File: config.mk
export PLATFORM = sky130hd
export DESIGN_NAME = alu_mul_seq_flat
export DESIGN_NICKNAME = d
export VERILOG_FILES = /design/src/rtl/alu_mul_seq_if.sv /design/src/rtl/alu_mul_seq.sv /design/src/flat_wrapper.sv
export SDC_FILE = /design/constraint.sdc
export NUM_CORES = 1
export LEC_CHECK = 0
export ABC_AREA = 1
export CORE_MARGIN = 3
export CORE_UTILIZATION = 30
export DETAILED_ROUTE_END_ITERATION = 8
export PLACE_DENSITY = 0.66
export SLEW_MARGIN = 40
export SYNTH_ARGS = -nofsm -noshare
export SYNTH_HDL_FRONTEND = slang
export SYNTH_SLANG_ARGS = --single-unit
File: constraint.sdc
create_clock -name clk -period 1.8 [get_ports clk]
set_input_delay 0.36 -clock clk [delete_from_list [all_inputs] [get_ports clk]]
set_output_delay 0.36 -clock clk [all_outputs]
set_load 0.005 [all_outputs]
File: src/rtl/alu_mul_seq_if.sv
// Bus between the multiply sequencer and its environment: request/result handshake
// plus the borrowed alu operand/opcode lines and the alu's same-cycle response.
interface alu_mul_seq_if;
    logic        start;
    logic [15:0] opnd_a;
    logic [15:0] opnd_b;
    logic        ready;
    logic        done;
    logic [15:0] product;
    logic        ovf;
    logic [15:0] alu_A;
    logic [15:0] alu_B;
    logic [3:0]  alu_Op;
    logic [15:0] alu_Out;
    logic        alu_Cout;

    modport master (
        input  start, opnd_a, opnd_b, alu_Out, alu_Cout,
        output ready, done, product, ovf, alu_A, alu_B, alu_Op
    );

    modport slave (
        output start, opnd_a, opnd_b, alu_Out, alu_Cout,
        input  ready, done, product, ovf, alu_A, alu_B, alu_Op
    );
endinterface

File: src/rtl/alu_mul_seq.sv
// Multi-cycle unsigned 16x16->16 shift-and-add multiplier that owns no arithmetic:
// every add or shift is issued to an external alu and its result captured back.
module alu_mul_seq #(
    parameter logic [3:0] OP_ADD = 4'b0000,
    parameter logic [3:0] OP_SLL = 4'b0100
) (
    input  logic                clk,
    input  logic                rst,
    alu_mul_seq_if.master       bus
);

    localparam logic [1:0] S_IDLE = 2'd0;
    localparam logic [1:0] S_ADD  = 2'd1;
    localparam logic [1:0] S_SHL  = 2'd2;
    localparam logic [1:0] S_FIN  = 2'd3;

    logic [1:0]  state_q, state_d;
    logic [15:0] acc_q, acc_d;
    logic [15:0] mcand_q, mcand_d;
    logic [15:0] mplier_q, mplier_d;
    logic        ovf_q, ovf_d;

    logic [15:0] aluA, aluB;
    logic [3:0]  aluOp;
    logic [15:0] mplierShr;

    assign mplierShr = mplier_q >> 1;

    // Multiplier bits are consumed LSB first; a set bit costs an ADD before its SHL.
    always_comb begin
        state_d  = state_q;
        acc_d    = acc_q;
        mcand_d  = mcand_q;
        mplier_d = mplier_q;
        ovf_d    = ovf_q;
        aluA     = 16'd0;
        aluB     = 16'd0;
        aluOp    = OP_ADD;

        case (state_q)
            S_IDLE: begin
                if (bus.start) begin
                    acc_d    = 16'd0;
                    mcand_d  = bus.opnd_a;
                    mplier_d = bus.opnd_b;
                    ovf_d    = 1'b0;
                    if (bus.opnd_b == 16'd0) begin
                        state_d = S_FIN;
                    end else if (bus.opnd_b[0]) begin
                        state_d = S_ADD;
                    end else begin
                        state_d = S_SHL;
                    end
                end
            end

            S_ADD: begin
                aluA    = acc_q;
                aluB    = mcand_q;
                acc_d   = bus.alu_Out;
                ovf_d   = ovf_q | bus.alu_Cout;
                state_d = S_SHL;
            end

            S_SHL: begin
                aluOp    = OP_SLL;
                aluA     = mcand_q;
                aluB     = 16'd1;
                mcand_d  = bus.alu_Out;
                mplier_d = mplierShr;
                // A bit shifted out of the multiplicand still has a multiplier bit left to meet.
                if (mcand_q[15] && (mplierShr != 16'd0)) begin
                    ovf_d = 1'b1;
                end
                if (mplierShr == 16'd0) begin
                    state_d = S_FIN;
                end else if (mplier_q[1]) begin
                    state_d = S_ADD;
                end else begin
                    state_d = S_SHL;
                end
            end

            S_FIN: begin
                state_d = S_IDLE;
            end

            default: begin
                state_d = S_IDLE;
            end
        endcase
    end

    always_ff @(posedge clk) begin
        if (rst) begin
            state_q  <= S_IDLE;
            acc_q    <= 16'd0;
            mcand_q  <= 16'd0;
            mplier_q <= 16'd0;
            ovf_q    <= 1'b0;
        end else begin
            state_q  <= state_d;
            acc_q    <= acc_d;
            mcand_q  <= mcand_d;
            mplier_q <= mplier_d;
            ovf_q    <= ovf_d;
        end
    end

    assign bus.ready   = (state_q == S_IDLE);
    assign bus.done    = (state_q == S_FIN);
    assign bus.product = acc_q;
    assign bus.ovf     = ovf_q;
    assign bus.alu_A   = aluA;
    assign bus.alu_B   = aluB;
    assign bus.alu_Op  = aluOp;

endmodule

File: src/flat_wrapper.sv
// flat-port wrapper written by rule: the top's interface ports become plain ports
module alu_mul_seq_flat 
#(
    parameter logic [3:0] OP_ADD = 4'b0000,
    parameter logic [3:0] OP_SLL = 4'b0100
)
  (clk, rst, bus_start, bus_opnd_a, bus_opnd_b, bus_alu_Out, bus_alu_Cout, bus_ready, bus_done, bus_product, bus_ovf, bus_alu_A, bus_alu_B, bus_alu_Op);
  alu_mul_seq_if bus_i ();
  input  logic clk;
  input  logic rst;
  input wire logic [$bits(bus_i.start)-1:0] bus_start;
  input wire logic [$bits(bus_i.opnd_a)-1:0] bus_opnd_a;
  input wire logic [$bits(bus_i.opnd_b)-1:0] bus_opnd_b;
  input wire logic [$bits(bus_i.alu_Out)-1:0] bus_alu_Out;
  input wire logic [$bits(bus_i.alu_Cout)-1:0] bus_alu_Cout;
  output wire logic [$bits(bus_i.ready)-1:0] bus_ready;
  output wire logic [$bits(bus_i.done)-1:0] bus_done;
  output wire logic [$bits(bus_i.product)-1:0] bus_product;
  output wire logic [$bits(bus_i.ovf)-1:0] bus_ovf;
  output wire logic [$bits(bus_i.alu_A)-1:0] bus_alu_A;
  output wire logic [$bits(bus_i.alu_B)-1:0] bus_alu_B;
  output wire logic [$bits(bus_i.alu_Op)-1:0] bus_alu_Op;
  assign bus_i.start = bus_start;
  assign bus_i.opnd_a = bus_opnd_a;
  assign bus_i.opnd_b = bus_opnd_b;
  assign bus_i.alu_Out = bus_alu_Out;
  assign bus_i.alu_Cout = bus_alu_Cout;
  assign bus_ready = bus_i.ready;
  assign bus_done = bus_i.done;
  assign bus_product = bus_i.product;
  assign bus_ovf = bus_i.ovf;
  assign bus_alu_A = bus_i.alu_A;
  assign bus_alu_B = bus_i.alu_B;
  assign bus_alu_Op = bus_i.alu_Op;
  alu_mul_seq #(.OP_ADD(OP_ADD), .OP_SLL(OP_SLL)) u_core (.clk(clk), .rst(rst), .bus(bus_i));
endmodule
Word-level counts from Yosys, hierarchy flattened
Cells that the tools add are included.
W data, S select, Z words.

word-level totals
  bits in registers = 51
  bits of input ports = 52

cells by class
  equal/unequal tests = 5
  multiplexer cells = 18
  bitwise logic cells = 1
  reductions and logical operators = 11

operator list
  operator              number
  $pmux W16 S2          5
  $mux W16              3
  $logic_not A16 Y1     2
  $reduce_bool A16 Y1   1
  $mux W2               5
  $pmux W2 S4           1
  $eq A2 B2 Y1 const B  2
  $reduce_and A2 Y1     2
  $reduce_bool A2 Y1    2
  $mux W3               1
  $pmux W1 S3           1
  $reduce_and A3 Y1     1
  $reduce_bool A3 Y1    1
  $eq A2 B1 Y1 const B  1
  $logic_not A2 Y1      1
  $mux W1               2
  $ne A2 B1 Y1 const B  1
  $ne A2 B2 Y1 const B  1
  $logic_and A1 B1 Y1   1
  $or A1 B1 Y1          1

Logic depth before layout (Yosys ltp)
  depth in word-level cells = 4
  mapped depth = 10

Worst setup path before layout
OpenSTA, ideal clock, no wires.

  path kind = register -> output
  from = reg u_core.state_q[0]
  to = out bus_alu_A[13]
  arrival = 1.452 ns
  cell stages (with the launch flop) = 7
  path buffers = 2
  slack = -0.012 ns
  cell sequence = dfxtp_1 -> inv_1 -> ha_1 -> buf_4 -> clkinv_1 -> buf_2 -> o32ai_1

on the way
  word-level cells in the longest chain between the ends = 2

RTL lines
  what                                                 RTL line            text
  start: declaration                                   alu_mul_seq.sv:17   logic [1:0] state_q, state_d;
  start signal: assignment                             alu_mul_seq.sv:102  state_q <= state_d;
  $eq A2 B2 Y1 / $eq A2 B1 Y1 (equally long branches)  alu_mul_seq.sv:40   case (state_q)
  $pmux W16 S2 *                                       alu_mul_seq.sv:40
  end: declaration                                     flat_wrapper.sv:20  output wire logic [$bits(bus_i.alu_A)-1:0] bus_alu_A;

Every way passes the cells marked *; elsewhere a longest branch is shown, timed or not.

Final worst setup path
  from = reg u_core.state_q[1]
  to = out bus_alu_A[11]

Same word-level chain as after synthesis.

==> metrics.txt <==
H-tree levels 2; Die ar. 10100 um^2; Async S/R FF share, synth 0%; share of cells above drive strength 1 28.0%; Max Fanout on Critical Path 4; CTS buffer count 5; Max Slew Vio Count 0; count leader, synth nand2_1; vias in the first global route 3075; critical path required time 1.44 ns; CTS tree done; worst-skew pair later-pin latency 0.31 ns; CTS root buffer clkbuf_8; PortBufs roughly 100; DRC Markers 0; PwrDens 959 nW/um^2; CP Capture Type output port; WS Path Type reg2out; initial antenna violation count 0; Syn Area/Cell 6.84 um^2; Hold Path Class reg2reg; DP Wirelength between 6 and 7 mm; Synth Flop Type dfxtp_1; RSZ-0062 raised after global routing true; FP Rows 33; post-route cell area 4560 um^2; top cells by count, synth nand2_1 (97), dfxtp_1 (50), nor2_1 (37); grt ovf 0; P_leak around 1.8 nW; antenna-violating nets left 0; Initial DRC Count 216; Max-Cap Viols 0; most area-hungry cell type in the Yosys netlist dfxtp_1; Worst-path clk slew 0.09 ns; Layout area overhead 69.4%; dpl cells 599; Synth cell types 28; deepest clock path buffer count 2; Post-synth EDFFs 0; IR drop worst, VDD approximately 0.00036 V; Yosys reg bits 50; status finished with violations; Crit path arrival time 1.60 ns; slack of the critical path -0.161 ns; Initial Utilization 31.8%; Total GRT Usage 18.7%; first-pass GRT wire length 15.2 mm; period utilization 109%; failing checks setup timing; sequential area share after synthesis 37.2%; via count 3239; Routed Wire Length 10.6 mm; nets 573; pre-CTS WS -0.388 ns; pin count of the biggest net entering global routing 33; IO Count 107; die width 101 um; Ys Warns 0; CORE AREA 8460 um^2; startpoint type of the worst setup path register; reg2reg setup slack 0.01 ns; Final Hold Vio Count 0; number of diodes 0; hold slack a little under 0.5 ns; vias per cell 5.21; Final Non-Filler Cells slightly above 600; RePlAce Congestion 0.826; average wire per standard cell 17.1 um; Synth top area share a little under two fifths; final setup fails 32; Max Fclk 0.510 GHz; cell area after synthesis 2690 um^2; clock sink count 50; Post-CTS Hold Fix Bufs 0; Setup Skew 0.00396 ns; DP Area 3960 um^2; ranking of synthesized cells by area dfxtp_1 (37%), nand2_1 (14%), a31oi_1 (7.0%); die height 101 um; Gate Count Post-Synth about 390; Min Clock Period, post-route 1.96 ns; drt pass-1 iters 5
metrics by stage:
step / TNS (ns) / power (mW) / util [%]
5_1_grt: -6.02 / 4.61 / 53.9
2_1_floorplan: -0.0957 / 2.28 / -
3_5_place_dp: -9.91 / 2.97 / 46.8
6_report: -3.57 / 4.37 / 53.9
3_3_place_gp: -8.33 / 2.94 / 46.8
4_1_cts: -3.54 / 3.92 / 49.7
flip-flops by register name, indices dropped and copies added (netlist names):
signal,cells
u_core.mcand_q,16
u_core.mplier_q,15
u_core.bus.ovf,1
u_core.bus.product,16
u_core.state_q,2
final timing paths:
check | from | to | cells past startpoint
setup / recovery | u_core.state_q[1]$_SDFFE_PP0P_ | bus_alu_A[11] | 6
hold / removal | u_core.mplier_q[10]$_SDFFE_PP0P_ | u_core.mplier_q[9]$_SDFFE_PP0P_ | 2
setup reg to reg | u_core.state_q[0]$_SDFFE_PP0P_ | u_core.mcand_q[13]$_SDFFE_PP0P_ | 12
hold reg to reg | u_core.mplier_q[10]$_SDFFE_PP0P_ | u_core.mplier_q[9]$_SDFFE_PP0P_ | 2
what timing repair did:
item                       in CTS  in global routing
gates resized for setup       191                 36
setup buffers                   4                  6
setup endpoints to repair      74                 76
hold endpoints to repair        0                  0
pin swaps                      10                 14
cloned                          2                  6
area by class of cell:
type / count / area [um^2]
inverters: 29 / 129
clock buffers: 7 / 76.3
repair buffers: 148 / 1460
flip-flops and latches: 50 / 1000
well taps: 105 / 131
multi-input cells: 283 / 1760
fillers: 780 / 3910
critical path: stages, from the launching register on:
cell	delay, ns
dfxtp_2	0.35
inv_2	0.06
ha_4	0.31
inv_8	0.05
clkbuf_16	0.15
o32ai_4	0.23
buf_2	0.15
power breakdown:
part	switching (mW)	internal [mW]	leakage (nW)
clock	0.372	0.269	0.0383
sequential	0.153	1.29	0.412
combinational	1.20	1.09	1.31
cell families after synthesis:
family / Yosys count / share of synthesized area (%)
simple gates: 173 / 27.0
compound gates: 103 / 23.0
buf+inv: 62 / 10.8
flops: 50 / 37.2
fa+ha+maj: 4 / 1.86
other cells: 1 / 0.139
layout by cell type (no fill, tap or decap), types with 20 or more instances in the layout:
cell,Yosys,final
nand3_1,20,20
o21ai_1,30,26
dfxtp_1,50,48
inv_1,24,21
a31oi_1,30,30
buf_2,10,32
nand2_1,97,82
buf_4,6,22
clkdlybuf4s50_1,0,69
nor2_1,37,36
layer usage:
layer / wire [um] / track usage [%]
met1: 4480 / 24.0
met2: 5380 / 31.6
met5: 0 / 0
met3: 601 / 3.39
met4: 161 / 5.80
No activity file was read; power rests on OpenSTA's default activity.
==> edit: new RTL, same settings <==
Make the reset (`rst`) asynchronous in one clocked block.
--- a/src/rtl/alu_mul_seq.sv
+++ b/src/rtl/alu_mul_seq.sv
@@ -92,5 +92,5 @@
     end
 
-    always_ff @(posedge clk) begin
+    always_ff @(posedge clk or posedge rst) begin
         if (rst) begin
             state_q  <= S_IDLE;
Behaviour: differs if rst is asserted again (counterexample within 4 cycles, from zero or initial values and one cycle with rst high); with rst held inactive, the same outputs for 10 cycles.
==> edit against the original RTL <==
The flow still finishes with violations (negative setup slack). Critical path depth grew 1. First-iteration DRC count shrank 24%. Cell area shrank 1.5%. Global-route usage shrank 1.8 points. Worst hold slack lost 78 ps. Sequential share of layout area grew 5.9 points. Routed wire length shrank 5.8%. Setup slack lost 47 ps. Sequential cell count is the same. Die area grew 2.8%. Synthesized area grew 3.0%.
Power is not compared: it rests on default switching activity, and its combinational part moved more than twofold at a synthesized area within 25%.
==> edit: results (changes against the original RTL) <==
DP Worst Slack -> -271 ps (+117 ps)
Tot GR Track Use -> 16.9% (-1.8 points)
Sequential-to-total area share from yosys stat -> 45.1% (+7.9 points)
Maximum fanout along the worst path -> 8 (+4)
Area Overhead vs Synth -> 62.0%
Final setup margin -> -207 ps (-46.8 ps)
Worst hold path class -> input port to async pin
Fill cells -> 853 (+9.4%)
Final clock skew -> 7.83 ps (+3.87 ps)
Final TNS setup -> -4930 ps (-1370 ps)
# setup viols final -> 32 (unchanged)
Signal buf overhead -> 31.6% (-0.46 points)
Multi-input combinational area share -> 31.4% (-7.1 points)
Drt total wl -> 10000 µm (-5.8%)
Vias -> 2983 (-7.9%)
Largest stage delay, worst path -> 380 ps (+30 ps)
Initial DRT Pass Iterations -> 4 (-1)
Largest net degree at the start of global routing -> 51 (+55%)
First-pass GRT wire length -> 13900 µm (-8.2%)
Unique cell type count in the Yosys netlist -> 21 (-25%)
Slowest-stage cell, CP -> dfrtp_1
Ranking of synthesized cells by area -> dfrtp_1, nand2_1, nor2_1, a31oi_1, inv_1
Dpl cell area -> 0.00398 mm² (+0.47%)
Status -> finished, violations left
Most frequent cells after synthesis -> nand2_1, nor2_1, dfrtp_1, inv_1, a31oi_1
HPWL reported at the end of detailed placement -> 6070 µm (-8.6%)
Failing checks -> negative setup slack
Count of non-CTS inverters in the layout -> 43 (+48%)
Number of multi-input logic gates -> 250 (-12%)
Register share of the cell area -> 27.9% (+5.9 points)
Gpl congestion -> 0.848 (+2.7%)
Vias in the first global route -> 2817 (-8.4%)
Fin cells -> 601 (-3.4%)
Layout cells sized above 1 -> 27.4% (-0.66 points)
Clk tree area frac -> 2.42% (+0.75 points)
Critical Path AT -> 1650 ps (+50 ps)
CLK BUF -> 5 (-2)
Non-CTS buffers -> 142 (-4.1%)
-- edit: cells by family (layout without fill, tap and decap cells) --
kind of cell | after synthesis | in the layout | synth area share (%)
AOI/OAI and AO/OA | 69 | 69 | 15.9
adders and majority gates | 4 | 4 | 1.81
buffers and inverters | 67 | 193 | 11.7
DFF | 50 | 50 | 45.1
other | 1 | 3 | 0.135
and+or+nand+nor | 174 | 174 | 25.3
-- edit: metal layers --
metal	GRT usage (%)	routed length, µm
met2	29.1	5030
met4	3.83	133
met3	3.34	715
met1	22.0	4120
met5	0	0
-- edit: path summary, 6_finish.rpt --
kind	from	to	slack [ps]	cells after the start
max	u_core.state_q[1]$_DFFE_PP0P_	bus_alu_B[15]	-210	7
min	rst	u_core.mcand_q[5]$_DFFE_PP0P_	420	3
max reg2reg	u_core.state_q[1]$_DFFE_PP0P_	u_core.mplier_q[1]$_DFFE_PP0P_	130	9
min reg2reg	u_core.bus.ovf$_DFFE_PP0P_	u_core.bus.ovf$_DFFE_PP0P_	510	2
max in group asynchronous	rst	u_core.bus.product[15]$_DFFE_PP0P_	1150	3
min in group clk	u_core.bus.ovf$_DFFE_PP0P_	u_core.bus.ovf$_DFFE_PP0P_	510	2
-- edit: power by group --
part           total, mW  leakage (nW)  switching (mW)  internal (mW)
sequential          1.95         0.596           0.322           1.63
clock              0.792        0.0579           0.382          0.410
combinational       4.73          1.46            2.44           2.29
-- edit: critical path: cells and delay by family (launching register included) --
kind	cells	cell delay, ps
adders and majority gates	1	290
buffers and inverters	4	470
DFF	1	380
and+or+nand+nor	2	200
-- edit: timing repair --
| item | in CTS | in global routing |
|---|---|---|
| setup endpoints to repair | 66 | 56 |
| gates resized for setup | 157 | 35 |
| endpoints found under the hold margin | 0 | 0 |
| setup buffers | 10 | 8 |
| cloned | 2 | 8 |
| pin swaps | 5 | 2 |
